<file path="config.mk">
export PLATFORM = sky130hd
export DESIGN_NAME = rob_multi_flat
export DESIGN_NICKNAME = d
export VERILOG_FILES = /design/src/rtl/rob_multi_if.sv /design/src/rtl/rob_multi.sv /design/src/flat_wrapper.sv
export SDC_FILE = /design/constraint.sdc
export NUM_CORES = 1
export LEC_CHECK = 0
export ABC_AREA = 1
export BUFFER_PORTS_ARGS = -buffer_cell sky130_fd_sc_hd__buf_2
export CORE_ASPECT_RATIO = 1.4
export CORE_MARGIN = 5
export CORE_UTILIZATION = 34
export CTS_CLUSTER_SIZE = 25
export DETAILED_ROUTE_END_ITERATION = 10
export MAX_ROUTING_LAYER = met4
export PLACE_DENSITY = 0.59
export SLEW_MARGIN = 25
export SYNTH_ARGS = -nofsm -noshare
export SYNTH_HDL_FRONTEND = slang
export SYNTH_SLANG_ARGS = --single-unit
</file>
<file path="constraint.sdc">
create_clock -name clk -period 8.5 [get_ports clk]
set_input_delay 2.125 -clock clk [delete_from_list [all_inputs] [get_ports clk]]
set_output_delay 2.125 -clock clk [all_outputs]
set_load 0.02 [all_outputs]
</file>
<file path="src/rtl/rob_multi_if.sv">
// Dispatch, writeback and retire bundle of the multi-issue reorder buffer.
// The ROB sits on the slave side; the core (or bench) drives the master side.
interface rob_multi_if #(
  parameter int DEPTH    = 16,
  parameter int ALLOC_W  = 2,
  parameter int COMMIT_W = 2,
  parameter int WB_PORTS = 3,
  parameter int PREG_W   = 7
);
  localparam int ROB_W = $clog2(DEPTH);

  logic [ALLOC_W-1:0]          alloc_valid_i;
  logic [ALLOC_W-1:0]          alloc_rd_used_i;
  logic [ALLOC_W*PREG_W-1:0]   alloc_old_prd_i;
  logic                        alloc_ready_o;
  logic [ALLOC_W*ROB_W-1:0]    alloc_tag_o;
  logic [WB_PORTS-1:0]         wb_valid_i;
  logic [WB_PORTS*ROB_W-1:0]   wb_tag_i;
  logic [COMMIT_W-1:0]         commit_valid_o;
  logic [COMMIT_W*ROB_W-1:0]   commit_tag_o;
  logic [COMMIT_W-1:0]         commit_free_o;
  logic [COMMIT_W*PREG_W-1:0]  commit_preg_o;
  logic [ROB_W:0]              count_o;
  logic [DEPTH-1:0]            live_tag_o;

  modport master (
    output alloc_valid_i, alloc_rd_used_i,
    output alloc_old_prd_i,
    output wb_valid_i, wb_tag_i,
    input  alloc_ready_o, alloc_tag_o,
    input  commit_valid_o, commit_tag_o,
    input  commit_free_o, commit_preg_o,
    input  count_o, live_tag_o
  );

  modport slave (
    input  alloc_valid_i, alloc_rd_used_i,
    input  alloc_old_prd_i,
    input  wb_valid_i, wb_tag_i,
    output alloc_ready_o, alloc_tag_o,
    output commit_valid_o, commit_tag_o,
    output commit_free_o, commit_preg_o,
    output count_o, live_tag_o
  );
endinterface

</file>
<file path="src/rtl/rob_multi.sv">
// Multi-issue reorder buffer: in-order alloc, out-of-order done marks,
// in-order multi-retire, single-cycle squash of entries younger than a tag.
module rob_multi #(
  parameter int DEPTH    = 16,
  parameter int ALLOC_W  = 2,
  parameter int COMMIT_W = 2,
  parameter int WB_PORTS = 3,
  parameter int PREG_W   = 7,
  localparam int ROB_W   = $clog2(DEPTH)
) (
  input  logic             clk,
  input  logic             rst_n,
  input  logic             flush_i,
  input  logic             recover_i,
  input  logic [ROB_W-1:0] recover_tag_i,
  rob_multi_if.slave       bus
);

  logic [ROB_W-1:0]  head_q, head_d;
  logic [ROB_W-1:0]  tail_q, tail_d;
  logic [ROB_W:0]    count_q, count_d;
  logic [DEPTH-1:0]  valid_q, valid_d;
  logic [DEPTH-1:0]  done_q, done_d;
  logic [DEPTH-1:0]  used_q, used_d;
  logic [PREG_W-1:0] prd_q [DEPTH];
  logic [PREG_W-1:0] prd_d [DEPTH];

  logic                       ready;
  logic [ROB_W:0]             n_alloc;
  logic [ROB_W:0]             n_commit;
  logic [COMMIT_W-1:0]        cm_valid;
  logic [COMMIT_W*ROB_W-1:0]  cm_tag;
  logic [COMMIT_W-1:0]        cm_free;
  logic [COMMIT_W*PREG_W-1:0] cm_preg;
  logic [ALLOC_W*ROB_W-1:0]   a_tag;

  assign ready = count_q <= (ROB_W+1)'(DEPTH - ALLOC_W);

  assign bus.alloc_ready_o  = ready;
  assign bus.alloc_tag_o    = a_tag;
  assign bus.commit_valid_o = cm_valid;
  assign bus.commit_tag_o   = cm_tag;
  assign bus.commit_free_o  = cm_free;
  assign bus.commit_preg_o  = cm_preg;
  assign bus.count_o        = count_q;
  assign bus.live_tag_o     = valid_q;

  always_comb begin : tag_c
    a_tag = '0;
    for (int i = 0; i < ALLOC_W; i++)
      a_tag[i*ROB_W +: ROB_W] = tail_q + ROB_W'(i);
  end

  // Retire stops at the first entry that is not both valid and done.
  always_comb begin : commit_c
    logic             run;
    logic [ROB_W-1:0] idx;
    run      = !flush_i;
    idx      = '0;
    n_commit = '0;
    cm_valid = '0;
    cm_tag   = '0;
    cm_free  = '0;
    cm_preg  = '0;
    for (int i = 0; i < COMMIT_W; i++) begin
      idx = head_q + ROB_W'(i);
      run = run && valid_q[idx] && done_q[idx]
            && ((ROB_W+1)'(i) < count_q);
      if (run) begin
        cm_valid[i]                 = 1'b1;
        cm_tag[i*ROB_W +: ROB_W]    = idx;
        cm_free[i]                  = used_q[idx]
                                      && (prd_q[idx] != '0);
        if (cm_free[i])
          cm_preg[i*PREG_W +: PREG_W] = prd_q[idx];
        n_commit = n_commit + (ROB_W+1)'(1);
      end
    end
  end

  always_comb begin : next_c
    logic [ROB_W-1:0] idx;
    logic [ROB_W-1:0] off;
    logic [ROB_W-1:0] rel;
    logic             fire;
    head_d  = head_q;
    tail_d  = tail_q;
    count_d = count_q;
    valid_d = valid_q;
    done_d  = done_q;
    used_d  = used_q;
    prd_d   = prd_q;
    idx     = '0;
    off     = '0;
    rel     = recover_tag_i - head_q;
    fire    = ready && !flush_i && !recover_i;
    n_alloc = '0;
    for (int i = 0; i < ALLOC_W; i++)
      n_alloc = n_alloc
                + (ROB_W+1)'(bus.alloc_valid_i[i]);
    if (!fire)
      n_alloc = '0;

    for (int p = 0; p < WB_PORTS; p++) begin
      idx = bus.wb_tag_i[p*ROB_W +: ROB_W];
      if (bus.wb_valid_i[p] && valid_q[idx])
        done_d[idx] = 1'b1;
    end

    for (int i = 0; i < COMMIT_W; i++) begin
      idx = head_q + ROB_W'(i);
      if (cm_valid[i]) begin
        valid_d[idx] = 1'b0;
        done_d[idx]  = 1'b0;
      end
    end
    head_d = head_q + n_commit[ROB_W-1:0];

    if (flush_i) begin
      head_d  = '0;
      tail_d  = '0;
      count_d = '0;
      valid_d = '0;
      done_d  = '0;
    end else if (recover_i) begin
      // Age is distance from head; anything older than the tag survives.
      for (int t = 0; t < DEPTH; t++) begin
        off = ROB_W'(t) - head_q;
        if (off > rel)
          valid_d[t] = 1'b0;
      end
      tail_d  = recover_tag_i + ROB_W'(1);
      count_d = {1'b0, rel} + (ROB_W+1)'(1) - n_commit;
    end else begin
      for (int i = 0; i < ALLOC_W; i++) begin
        idx = tail_q + ROB_W'(i);
        if (fire && bus.alloc_valid_i[i]) begin
          valid_d[idx] = 1'b1;
          done_d[idx]  = 1'b0;
          used_d[idx]  = bus.alloc_rd_used_i[i];
          prd_d[idx]   =
            bus.alloc_old_prd_i[i*PREG_W +: PREG_W];
        end
      end
      tail_d  = tail_q + n_alloc[ROB_W-1:0];
      count_d = count_q + n_alloc - n_commit;
    end
  end

  always_ff @(posedge clk or negedge rst_n) begin
    if (!rst_n) begin
      head_q  <= '0;
      tail_q  <= '0;
      count_q <= '0;
      valid_q <= '0;
      done_q  <= '0;
      used_q  <= '0;
      for (int t = 0; t < DEPTH; t++)
        prd_q[t] <= '0;
    end else begin
      head_q  <= head_d;
      tail_q  <= tail_d;
      count_q <= count_d;
      valid_q <= valid_d;
      done_q  <= done_d;
      used_q  <= used_d;
      prd_q   <= prd_d;
    end
  end

endmodule

</file>
<file path="src/flat_wrapper.sv">
// flat-port wrapper written by rule: the top's interface ports become plain ports
module rob_multi_flat 
#(
  parameter int DEPTH    = 16,
  parameter int ALLOC_W  = 2,
  parameter int COMMIT_W = 2,
  parameter int WB_PORTS = 3,
  parameter int PREG_W   = 7,
  localparam int ROB_W   = $clog2(DEPTH)
)
  (clk, rst_n, flush_i, recover_i, recover_tag_i, bus_alloc_valid_i, bus_alloc_rd_used_i, bus_alloc_old_prd_i, bus_wb_valid_i, bus_wb_tag_i, bus_alloc_ready_o, bus_alloc_tag_o, bus_commit_valid_o, bus_commit_tag_o, bus_commit_free_o, bus_commit_preg_o, bus_count_o, bus_live_tag_o);
  rob_multi_if #(.DEPTH(DEPTH), .ALLOC_W(ALLOC_W), .COMMIT_W(COMMIT_W), .WB_PORTS(WB_PORTS), .PREG_W(PREG_W)) bus_i ();
  input  logic clk;
  input  logic rst_n;
  input  logic flush_i;
  input  logic recover_i;
  input  logic [ROB_W-1:0] recover_tag_i;
  input wire logic [$bits(bus_i.alloc_valid_i)-1:0] bus_alloc_valid_i;
  input wire logic [$bits(bus_i.alloc_rd_used_i)-1:0] bus_alloc_rd_used_i;
  input wire logic [$bits(bus_i.alloc_old_prd_i)-1:0] bus_alloc_old_prd_i;
  input wire logic [$bits(bus_i.wb_valid_i)-1:0] bus_wb_valid_i;
  input wire logic [$bits(bus_i.wb_tag_i)-1:0] bus_wb_tag_i;
  output wire logic [$bits(bus_i.alloc_ready_o)-1:0] bus_alloc_ready_o;
  output wire logic [$bits(bus_i.alloc_tag_o)-1:0] bus_alloc_tag_o;
  output wire logic [$bits(bus_i.commit_valid_o)-1:0] bus_commit_valid_o;
  output wire logic [$bits(bus_i.commit_tag_o)-1:0] bus_commit_tag_o;
  output wire logic [$bits(bus_i.commit_free_o)-1:0] bus_commit_free_o;
  output wire logic [$bits(bus_i.commit_preg_o)-1:0] bus_commit_preg_o;
  output wire logic [$bits(bus_i.count_o)-1:0] bus_count_o;
  output wire logic [$bits(bus_i.live_tag_o)-1:0] bus_live_tag_o;
  assign bus_i.alloc_valid_i = bus_alloc_valid_i;
  assign bus_i.alloc_rd_used_i = bus_alloc_rd_used_i;
  assign bus_i.alloc_old_prd_i = bus_alloc_old_prd_i;
  assign bus_i.wb_valid_i = bus_wb_valid_i;
  assign bus_i.wb_tag_i = bus_wb_tag_i;
  assign bus_alloc_ready_o = bus_i.alloc_ready_o;
  assign bus_alloc_tag_o = bus_i.alloc_tag_o;
  assign bus_commit_valid_o = bus_i.commit_valid_o;
  assign bus_commit_tag_o = bus_i.commit_tag_o;
  assign bus_commit_free_o = bus_i.commit_free_o;
  assign bus_commit_preg_o = bus_i.commit_preg_o;
  assign bus_count_o = bus_i.count_o;
  assign bus_live_tag_o = bus_i.live_tag_o;
  rob_multi #(.DEPTH(DEPTH), .ALLOC_W(ALLOC_W), .COMMIT_W(COMMIT_W), .WB_PORTS(WB_PORTS), .PREG_W(PREG_W)) u_core (.clk(clk), .rst_n(rst_n), .flush_i(flush_i), .recover_i(recover_i), .recover_tag_i(recover_tag_i), .bus(bus_i));
endmodule
</file>
## Word level (Yosys, flattened, before mapping)

Cells that the tools add are included.
W data, S select, Z words.

| operators by class | value |
|---|---|
| reduce and logical (&&, ||, !) cells | 29 |
| multipliers | 0 |
| bitwise operators | 21 |
| div/mod/pow operators | 0 |
| add/subtract/negate cells | 28 |
| shift-type cells | 0 |
| magnitude comparators | 39 |
| equal/unequal tests | 0 |
| muxes and demuxes | 107 |

Operators with widths:

| kind | count |
|---|---|
| $mux W112 | 4 |
| $mux W16 | 23 |
| $bwmux W112 | 2 |
| $and A16 B16 Y16 | 6 |
| $or A16 B16 Y16 | 5 |
| $mux W7 | 10 |
| $gt A4 B4 Y1 | 16 |
| $not A16 Y16 | 4 |
| $bmux W7 S4 | 2 |
| $demux W7 S4 | 2 |
| $mux W1 | 37 |
| $bmux W1 S4 | 9 |
| $lt A4 B5 Y1 const B | 7 |
| $bwmux W16 | 2 |
| $sub A4 B4 Y4 const A | 8 |
| $demux W1 S4 | 7 |
| $ge A4 B1 Y1 const B | 7 |
| $logic_and A1 B1 Y1 | 24 |
| $ge A5 B5 Y1 const B | 4 |
| $mux W4 | 5 |
| $mux W5 | 4 |
| $not A4 Y5 | 4 |
| $sub A3 B4 Y4 const A | 4 |
| $reduce_bool A7 Y1 | 2 |
| other kinds (16) | 26 |

| word-level totals | value |
|---|---|
| memories kept | 0 |
| register bits | 173 |
| input bits | 41 |
| bits in latches | 0 |
| bits in read-only memories | 0 |
| bits in writable memories | 0 |

## Longest topological paths before layout

Gate-level depths: netlist (run 1).

| logic depth | value |
|---|---|
| depth after elaboration | 22 |
| mapped depth | 28 |
| gate-level depth less buffers | 23 |

## Worst setup path after synthesis (run 1)

No wires, ideal clock.

| timing | value |
|---|---|
| kind | input to output |
| start point | input port flush_i |
| end point | output port bus_commit_preg_o[10] |
| stages | 10 |
| slack | 2.936 ns |
| arrival time | 3.439 ns |
| required time | 6.375 ns |
| cells stage by stage | clkbuf_1 inv_1 o21ai_0 inv_1 nand2_1 nor2_4 nand2_2 inv_2 nand3_2 nor2_1 |

| on the way | value |
|---|---|
| word-level cells in the longest chain between the ends | 8 |

RTL lines:

| item | line | RTL |
|---|---|---|
| start: declaration | flat_wrapper.sv:15 | `input logic flush_i;` |
| $logic_not A1 Y1 | rob_multi.sv:58 | `run = !flush_i;` |
| $logic_and A1 B1 Y1 (2 in series) | rob_multi.sv:67 | `run = run && valid_q[idx] && done_q[idx]` |
| $logic_and A1 B1 Y1 | rob_multi.sv:68 | `&& ((ROB_W+1)'(i) < count_q);` |
| $logic_and A1 B1 Y1 (2 in series) | rob_multi.sv:67 |  |
| $logic_and A1 B1 Y1 | rob_multi.sv:68 |  |
| named net u_core.commit_c.run | rob_multi.sv:56 | `logic run;` |
| $mux W7 | rob_multi.sv:69 | `if (run) begin` |
| end: declaration | flat_wrapper.sv:28 | `output wire logic [$bits(bus_i.commit_preg_o)-1:0] bus_commit_preg_o;` |

The timed path passes the listed nets, and every way through them passes these cells.

## Final worst setup path (run 1)

| timing | value |
|---|---|
| start point | register u_core.head_q[1] |
| end point | output port bus_commit_preg_o[13] |

| on the way | value |
|---|---|
| word-level cells in the longest chain between the ends | 9 |
| elaborated cells between the ends (all ways) | 25 |

RTL lines:

| item | line | RTL |
|---|---|---|
| start: declaration | rob_multi.sv:19 | `logic [ROB_W-1:0] head_q, head_d;` |
| start signal: assignment | rob_multi.sv:152 | `head_q <= '0;` |
| start signal: assignment | rob_multi.sv:161 | `head_q <= head_d;` |
| $add A4 B1 Y4 or $bmux W1 S4 (tied branches) | rob_multi.sv:66, rob_multi.sv:67 |  |
| $not A4 Y5 (implied by the code) or $mux W1 (tied branches) | rob_multi.sv:73, rob_multi.sv:75, rob_multi.sv:67 |  |
| $bmux W7 S4 or $logic_and A1 B1 Y1 (tied branches) | rob_multi.sv:73, rob_multi.sv:75, rob_multi.sv:67 |  |
| $mux W7 (implied by the code) or $logic_and A1 B1 Y1 (tied branches) | rob_multi.sv:73, rob_multi.sv:75, rob_multi.sv:67 |  |
| $mux W7 (implied by the code) or $logic_and A1 B1 Y1 (tied branches) | rob_multi.sv:73, rob_multi.sv:75, rob_multi.sv:68 |  |
| $reduce_bool A7 Y1 or $logic_and A1 B1 Y1 (tied branches) | rob_multi.sv:73, rob_multi.sv:67 |  |
| $logic_and A1 B1 Y1 (on tied branches) | rob_multi.sv:73, rob_multi.sv:67 |  |
| $mux W7 or $logic_and A1 B1 Y1 (tied branches) | rob_multi.sv:74, rob_multi.sv:68 |  |
| $mux W7 (*) | rob_multi.sv:69 |  |

Mark *: on every way between the ends. The rest lies on a longest branch, timed or not. The select of a mux whose other input is x is not followed.

==> results of run 1 <==
==> logic make-up (layout without fill, tap and decap cells) <==
family / count (synthesis) / after routing
compound gates: 868 / 868
simple gates: 825 / 825
buf+inv: 432 / 417
flops: 173 / 173
fa+ha+maj: 78 / 78
xor+xnor: 13 / 13
==> worst max-delay path: cells and delay by family, from the launching register on <==
family / cells / cell delay, ps
flops: 1 / 890
buf+inv: 4 / 1350
fa+ha+maj: 1 / 270
simple gates: 10 / 1580
==> synth_stat cells, types with 5 or more instances <==
cell type  instances
nand3_1          145
dfrtp_1          173
xnor2_1            6
buf_4             21
nor2_2             8
o21ai_0          424
o22ai_1          105
clkbuf_1          82
a31oi_1            9
buf_6              8
inv_1            264
ha_1              71
nor2_1           184
nand4_1           16
buf_2             40
nor3_1            19
nand2_1          432
nor2_4             5
buf_1              7
inv_2              7
fa_1               7
o211ai_1          20
o21ai_1           13
a21oi_1          283
nand2_2            6
==> how the worst max path moves through the flow <==
| stage | start | to | slack (ps) | cells after the start |
|---|---|---|---|---|
| 2_1_floorplan | flush_i | bus_commit_preg_o[10] | 2940 | 10 |
| 3_3_place_gp | u_core.head_q[1]$_DFF_PN0_ | bus_commit_preg_o[7] | 2450 | 16 |
| 3_5_place_dp | flush_i | bus_commit_preg_o[7] | 2410 | 11 |
| 4_1_cts | u_core.head_q[1]$_DFF_PN0_ | bus_commit_preg_o[13] | 1910 | 15 |
| 5_1_grt | u_core.head_q[1]$_DFF_PN0_ | bus_commit_preg_o[13] | 1610 | 15 |
| 6_report | u_core.head_q[1]$_DFF_PN0_ | bus_commit_preg_o[13] | 1790 | 15 |
==> report_power, final <==
| part | leakage, nW | switching, mW | internal [mW] | total [mW] |
|---|---|---|---|---|
| Sequential | 2.31 | 0.119 | 0.967 | 1.09 |
| Clock | 0.317 | 0.372 | 0.546 | 0.918 |
| Combinational | 4.84 | 0.438 | 0.242 | 0.679 |
==> cell type report <==
type                       instances  area (sq um)  area share, %
clock buffer                      22           474           2.86
clock inverter                     9           184           1.11
inverter                         273          1020           6.19
multi-input combinational       1784          9220           55.6
sequential                       173          4330           26.2
tap                              564           706           4.26
timing repair buffer             113           627           3.78
==> metrics by stage <==
| step | instance area [sq um] | worst slack (ps) | hold slack, ps | util [%] |
|---|---|---|---|---|
| floorplan | 15300 | 2940 | 507 | - |
| global placement | 15900 | 2450 | 521 | 35.4 |
| detailed placement | 15900 | 2410 | 534 | 35.4 |
| CTS | 16600 | 1910 | 549 | 36.9 |
| global route | 16600 | 1610 | 570 | 36.9 |
| finish | 16600 | 1790 | 549 | 36.9 |
==> routing by layer <==
layer | global-route usage, % | up-vias | part of all wire, %
li1 | - | 8007 | -
met1 | 29.7 | 7962 | 40
met2 | 41.3 | 771 | 48
met3 | 2.95 | 192 | 6.1
met4 | 14.6 | 0 | 6.3
met5 | - | - | 0
==> flip-flops by register name, summed over array words and instances, names as in the netlist <==
name and flops:
u_core.done_q 16, u_core.head_q 4, u_core.bus.live_tag_o 16, u_core.used_q 16, u_core.tail_q 4, u_core.prd_q 112
u_core.bus.count_o 5
==> layout by cell type (no fill, tap or decap), drive strengths merged, types with 22 or more instances in the layout <==
master / count
nand2: 438
a21oi: 283
dfrtp: 173
inv: 271
buf: 113
o21ai: 438
clkbuf: 22
nor2: 197
o22ai: 105
nand3: 149
ha: 71
==> results.py, run 1 <==
metrics = {
    "sta": {
        "slew-limit-headroom_pct": 32.1,
        "fin_crit_sh_pct": 78.9,
        "layout_min_cycle_time_ps": 6710,
        "tightestPinTransition_ps": 1020,
        "fin_skew_ps": 9.18,
        "slew_viol_final": 0,
        "hold_viol": 0,
        "setup_violations": 0,
        "fin_setup_tns_ps": 0,
        "rsz0062_at_grt": "false",
        "max_freq_ghz": 0.149,
    },
    "routing": {
        "route.detailed.drc": 0,
        "num_vias": 16900,
        "vias_per_cell": 5.76,
        "ant_nets": 0,
        "drt-wirelength-per-cell_um": 21.0,
        "drt_iter0_drc": 1897,
        "wl_um": 61800,
        "firstDrtPassIters": 7,
    },
    "logic_synthesis": {
        "synth_flop_cell": "dfrtp_1",
        "synth_area_leader_cell": "dfrtp_1",
        "syn_nets": 2508,
        "synth_top_family_by_area": "compound AO/OA/AOI/OAI gates",
        "synth_simple_gate_area_share_pct": 22.6,
        "async_reset_ff_share_pct": 100,
        "synth_area_leaders": "dfrtp_1, o21ai_0, nand2_1, a21oi_1, inv_1",
        "synth.distinct_cells": 41,
        "synthMuxAreaShare_pct": 0,
        "synth.cell_area_sq_mm": 0.0153,
        "yosys.area.top_type_share_pct": 28.2,
        "synth-seq-cells": 173,
        "synth_xor_xnor_area_share_pct": 0.889,
        "synth-compound-area-share_pct": 29.8,
        "synth.avg_cell_area_sq_um": 6.42,
        "synth_sequential_area_ratio_pct": 28.2,
        "synthAdderAreaFrac_pct": 6.70,
        "synth_edf_count": 0,
        "netlist_instances": 2389,
        "ys_warn_count": 0,
    },
    "grt": {
        "grt_pass1_vias": 16000,
        "grt_usage_pct": 25.1,
        "grt_start_max_net_pins": 238,
        "grt_pass1_wl_um": 94400,
        "grt-ovfl-total": 0,
        "antenna_found_initial": 0,
    },
    "run": {
        "maxCapViolCount": 0,
    },
    "cts": {
        "cts-htree-levels": 4,
        "cts_resized": 0,
        "cts-root-buf": "clkbuf_16",
        "postCtsSetupBuffers": 0,
        "cts_tree": "done",
        "clk_pin_slew_ps": 70,
        "cts_made_buffers": 17,
        "clk-insertion-delay-late_ps": 460,
        "clkSinkCount": 173,
        "cts_hold_buf": 0,
        "clk_path_buf_depth": 2,
    },
    "min_path": {
        "whs_endpoint": "u_core.prd_q[20]$_DFFE_PN0P_",
        "min_path_type": "flop to flop",
        "hold_depth": 2,
        "worstHoldStart": "u_core.prd_q[20]$_DFFE_PN0P_",
    },
    "power": {
        "leakage_nw": 7.47,
        "powerDensity_mw_per_mm2": 162,
        "ir_drop_mv": 0.157,
        "finalPower_mw": 2.68,
    },
    "critical_path": {
        "reg2reg_from": "u_core.head_q[1]$_DFF_PN0_",
        "rrSetupSlack_ps": 2770,
        "worst_r2r_path_depth": 24,
        "timing_worst_setup_path_type": "flop to primary output",
        "cp_data_arrival_time_ps": 4580,
        "critPathCaptureType": "primary output",
        "crit_chain": "buf_4 -> ha_1 -> nand2_1 -> nand2_1 -> nand2_1 -> inv_1 -> nand4_1 -> nand2_1 -> nor2_1 -> nor2_4 -> nand2_2 -> inv_2 -> nand2_1 -> nor3_2 -> buf_2",
        "worstPathRequired_ps": 6380,
        "crit_top_cell": "nand2_1",
        "cp-start-kind": "flop",
        "critPathSlowestCell": "dfrtp_2",
        "critPathMaxStageDelay_ps": 890,
        "critPathMaxFanout": 28,
        "worstReg2RegEnd": "u_core.bus.count_o[4]$_DFF_PN0_",
    },
    "layout": {
        "drive_above_1_share_pct": 7.71,
        "fillers": 4844,
        "final_nets": 2481,
        "final_cells": 2938,
        "area_delta_synth_final_pct": 7.98,
        "antenna_cells": 0,
    },
    "floorplanning": {
        "die_h_um": 261,
        "die_w_um": 190,
        "fp.dieArea_sq_mm": 0.0495,
        "core_sq_mm": 0.0449,
        "start_util_pct": 34.2,
        "core.rowCount": 92,
        "ioPinCount": 97,
    },
    "placement": {
        "finalWeightedCongestion": 0.981,
        "io_buffers": 96,
        "dp_cells": 2907,
        "dp_hpwl_um": 41500,
    },
    "outcome": {
        "outcome": "finished clean",
    },
}
Note: power is estimated with default switching activity, not from simulation.
==> run 2: changes to the inputs <==
--- a/config.mk
+++ b/config.mk
@@ -13,7 +13,7 @@
 export CTS_CLUSTER_SIZE = 25
 export DETAILED_ROUTE_END_ITERATION = 10
 export MAX_ROUTING_LAYER = met4
-export PLACE_DENSITY = 0.59
+export PLACE_DENSITY = 0.61
 export SLEW_MARGIN = 25
 export SYNTH_ARGS = -nofsm -noshare
 export SYNTH_HDL_FRONTEND = slang
==> constraint.sdc (replaced) <==
create_clock -name clk -period 5.84 [get_ports clk]
set_input_delay 1.46 -clock clk [delete_from_list [all_inputs] [get_ports clk]]
set_output_delay 1.46 -clock clk [all_outputs]
set_load 0.02 [all_outputs]
==> run 2 against run 1 <==
Register-to-register slack got worse by 2000 ps. Worst setup slack got worse by 1400 ps. Combinational power increased by 44%. Count of clock-buffer cells in the layout fell by 1. Critical path type unchanged.
==> results.py, run 2 (synthesis gave the netlist of run 1 again) <==
metrics = {
    "outcome": {
        "outcome": "finished clean",
    },
    "sta": {
        "fin_setup_tns_ps": 0,
        "slew-limit-headroom_pct": 31.9,
        "layout_min_cycle_time_ps": 5470,
        "max_freq_ghz": 0.183,
        "fin_crit_sh_pct": 93.6,
        "tightestPinTransition_ps": 1020,
        "fin_skew_ps": 12.3,
        "holdWs_ps": 547,
        "slew_viol_final": 0,
        "setup_violations": 0,
        "hold_viol": 0,
        "rsz0062_at_grt": "false",
    },
    "layout": {
        "fin_area_sq_mm": 0.0166,
        "final_common_cell": "nand2_1",
        "final_nets": 2485,
        "final_cell_mix": "nand2_1, o21ai_0, a21oi_1",
        "largest-register": "u_core.prd_q",
        "drive_above_1_share_pct": 7.94,
        "area_delta_synth_final_pct": 7.96,
        "final_cells": 2944,
        "largest_reg_flops": 112,
    },
    "routing": {
        "drt_iter0_drc": 1870,
        "vias_per_cell": 5.81,
        "num_vias": 17100,
        "ant_nets": 0,
        "drt-wirelength-per-cell_um": 21.4,
        "firstDrtPassIters": 6,
        "wl_um": 62900,
        "route.detailed.drc": 0,
    },
    "cts": {
        "cts_hold_buf": 0,
        "cts_tree": "done",
        "postCtsSetupBuffers": 0,
        "clk_pin_slew_ps": 70,
        "cts-htree-levels": 4,
        "clkSinkCount": 173,
        "cts_resized": 0,
        "cts_made_buffers": 17,
        "clk_path_buf_depth": 2,
        "clk-insertion-delay-late_ps": 460,
        "cts-root-buf": "clkbuf_16",
    },
    "critical_path": {
        "worstPathRequired_ps": 4380,
        "cp_data_arrival_time_ps": 4010,
        "critPathMaxStageDelay_ps": 620,
        "critPathCaptureType": "primary output",
        "crit_top_cell": "nand2_1",
        "critPathMaxFanout": 178,
        "cp_num_buf_inv": 4,
        "critPathSlowestCell": "dfrtp_4",
        "rrSetupSlack_ps": 760,
        "timing_worst_setup_path_type": "flop to primary output",
        "crit_chain": "buf_12 -> nand2_1 -> nand2_1 -> nand2_1 -> inv_1 -> nand3_1 -> nand3_1 -> nand2_1 -> nor2_4 -> nand2_2 -> inv_2 -> nand2_1 -> nor3_2 -> buf_2",
        "crit_family": "simple AND/OR/NAND/NOR gates",
        "cp-start-kind": "flop",
    },
    "power": {
        "powerDensity_mw_per_mm2": 228,
        "leakage_nw": 7.45,
        "finalPower_mw": 3.78,
        "ir_drop_mv": 0.221,
    },
    "floorplanning": {
        "die_w_um": 190,
        "core.rowCount": 92,
        "start_util_pct": 34.2,
        "core_sq_mm": 0.0449,
        "fp.dieArea_sq_mm": 0.0495,
        "die_h_um": 261,
        "ioPinCount": 97,
    },
    "grt": {
        "grt_pass1_wl_um": 95200,
        "grt-ovfl-total": 0,
        "antenna_found_initial": 1,
        "grt_pass1_vias": 16200,
        "grt_start_max_net_pins": 200,
        "grt_usage_pct": 25.4,
    },
    "placement": {
        "dpl_cell_area_sq_mm": 0.0160,
        "dp_hpwl_um": 42300,
        "dp_cells": 2911,
        "io_buffers": 96,
        "finalWeightedCongestion": 0.952,
    },
    "min_path": {
        "min_path_type": "flop to flop",
    },
    "run": {
        "maxCapViolCount": 0,
    },
}
run 2: cell types whose count changed in the layout (fill, tap and decap cells not counted), moves of 2 or more:
cell,change
buf_12,+2
inv_6,+3
buf_4,+2
bufinv_16,-3
clkinv_4,-2
clkinvlp_4,+4
run 2: worst paths after layout:
| check | cells after the start | start | to |
|---|---|---|---|
| min in group asynchronous | 1 | rst_n | u_core.prd_q[27]$_DFFE_PN0P_ |
| worst max register to register | 23 | u_core.head_q[0]$_DFF_PN0_ | u_core.bus.count_o[4]$_DFF_PN0_ |
| worst max-delay path | 14 | u_core.head_q[0]$_DFF_PN0_ | bus_commit_preg_o[13] |
| worst min-delay path | 2 | u_core.prd_q[15]$_DFFE_PN0P_ | u_core.prd_q[15]$_DFFE_PN0P_ |
| worst min register to register | 2 | u_core.prd_q[15]$_DFFE_PN0P_ | u_core.prd_q[15]$_DFFE_PN0P_ |
| max in group asynchronous | 2 | rst_n | u_core.prd_q[105]$_DFFE_PN0P_ |
run 2: final cells by class:
cell class,count,area [sq um]
clock inverter,11,133
inverter,273,1020
antenna,1,2.50
fill,4905,28300
tap,564,706
sequential,173,4330
timing repair buffer,117,682
multi-input combinational,1784,9210
clock buffer,21,470
run 2: through the flow:
| stage | util [%] | setup WS [ps] |
|---|---|---|
| floorplan | - | 1460 |
| global placement | 35.5 | 912 |
| detailed placement | 35.5 | 896 |
| CTS | 36.9 | 480 |
| global route | 36.9 | 54.0 |
| finish | 36.9 | 372 |
run 2: where the power goes:
group	internal (mW)	switching, mW	leakage [nW]
clock	0.670	0.553	0.279
combinational	0.353	0.626	4.86
sequential	1.41	0.174	2.31
run 2: layer usage:
| layer | up-vias | part of all wire [%] | track usage [%] |
|---|---|---|---|
| li1 | 8020 | - | - |
| met1 | 7985 | 39 | 29.6 |
| met2 | 877 | 47 | 41.4 |
| met3 | 208 | 7.4 | 3.51 |
| met4 | 0 | 7.0 | 16.2 |
| met5 | - | 0 | - |
run 2: worst register-to-register path: cells and delay by family (launching register included):
family | cells | cell delay (ps)
compound gates | 1 | 150
xor+xnor | 1 | 140
fa+ha+maj | 4 | 1230
buf+inv | 5 | 1130
flops | 1 | 620
simple gates | 12 | 1720
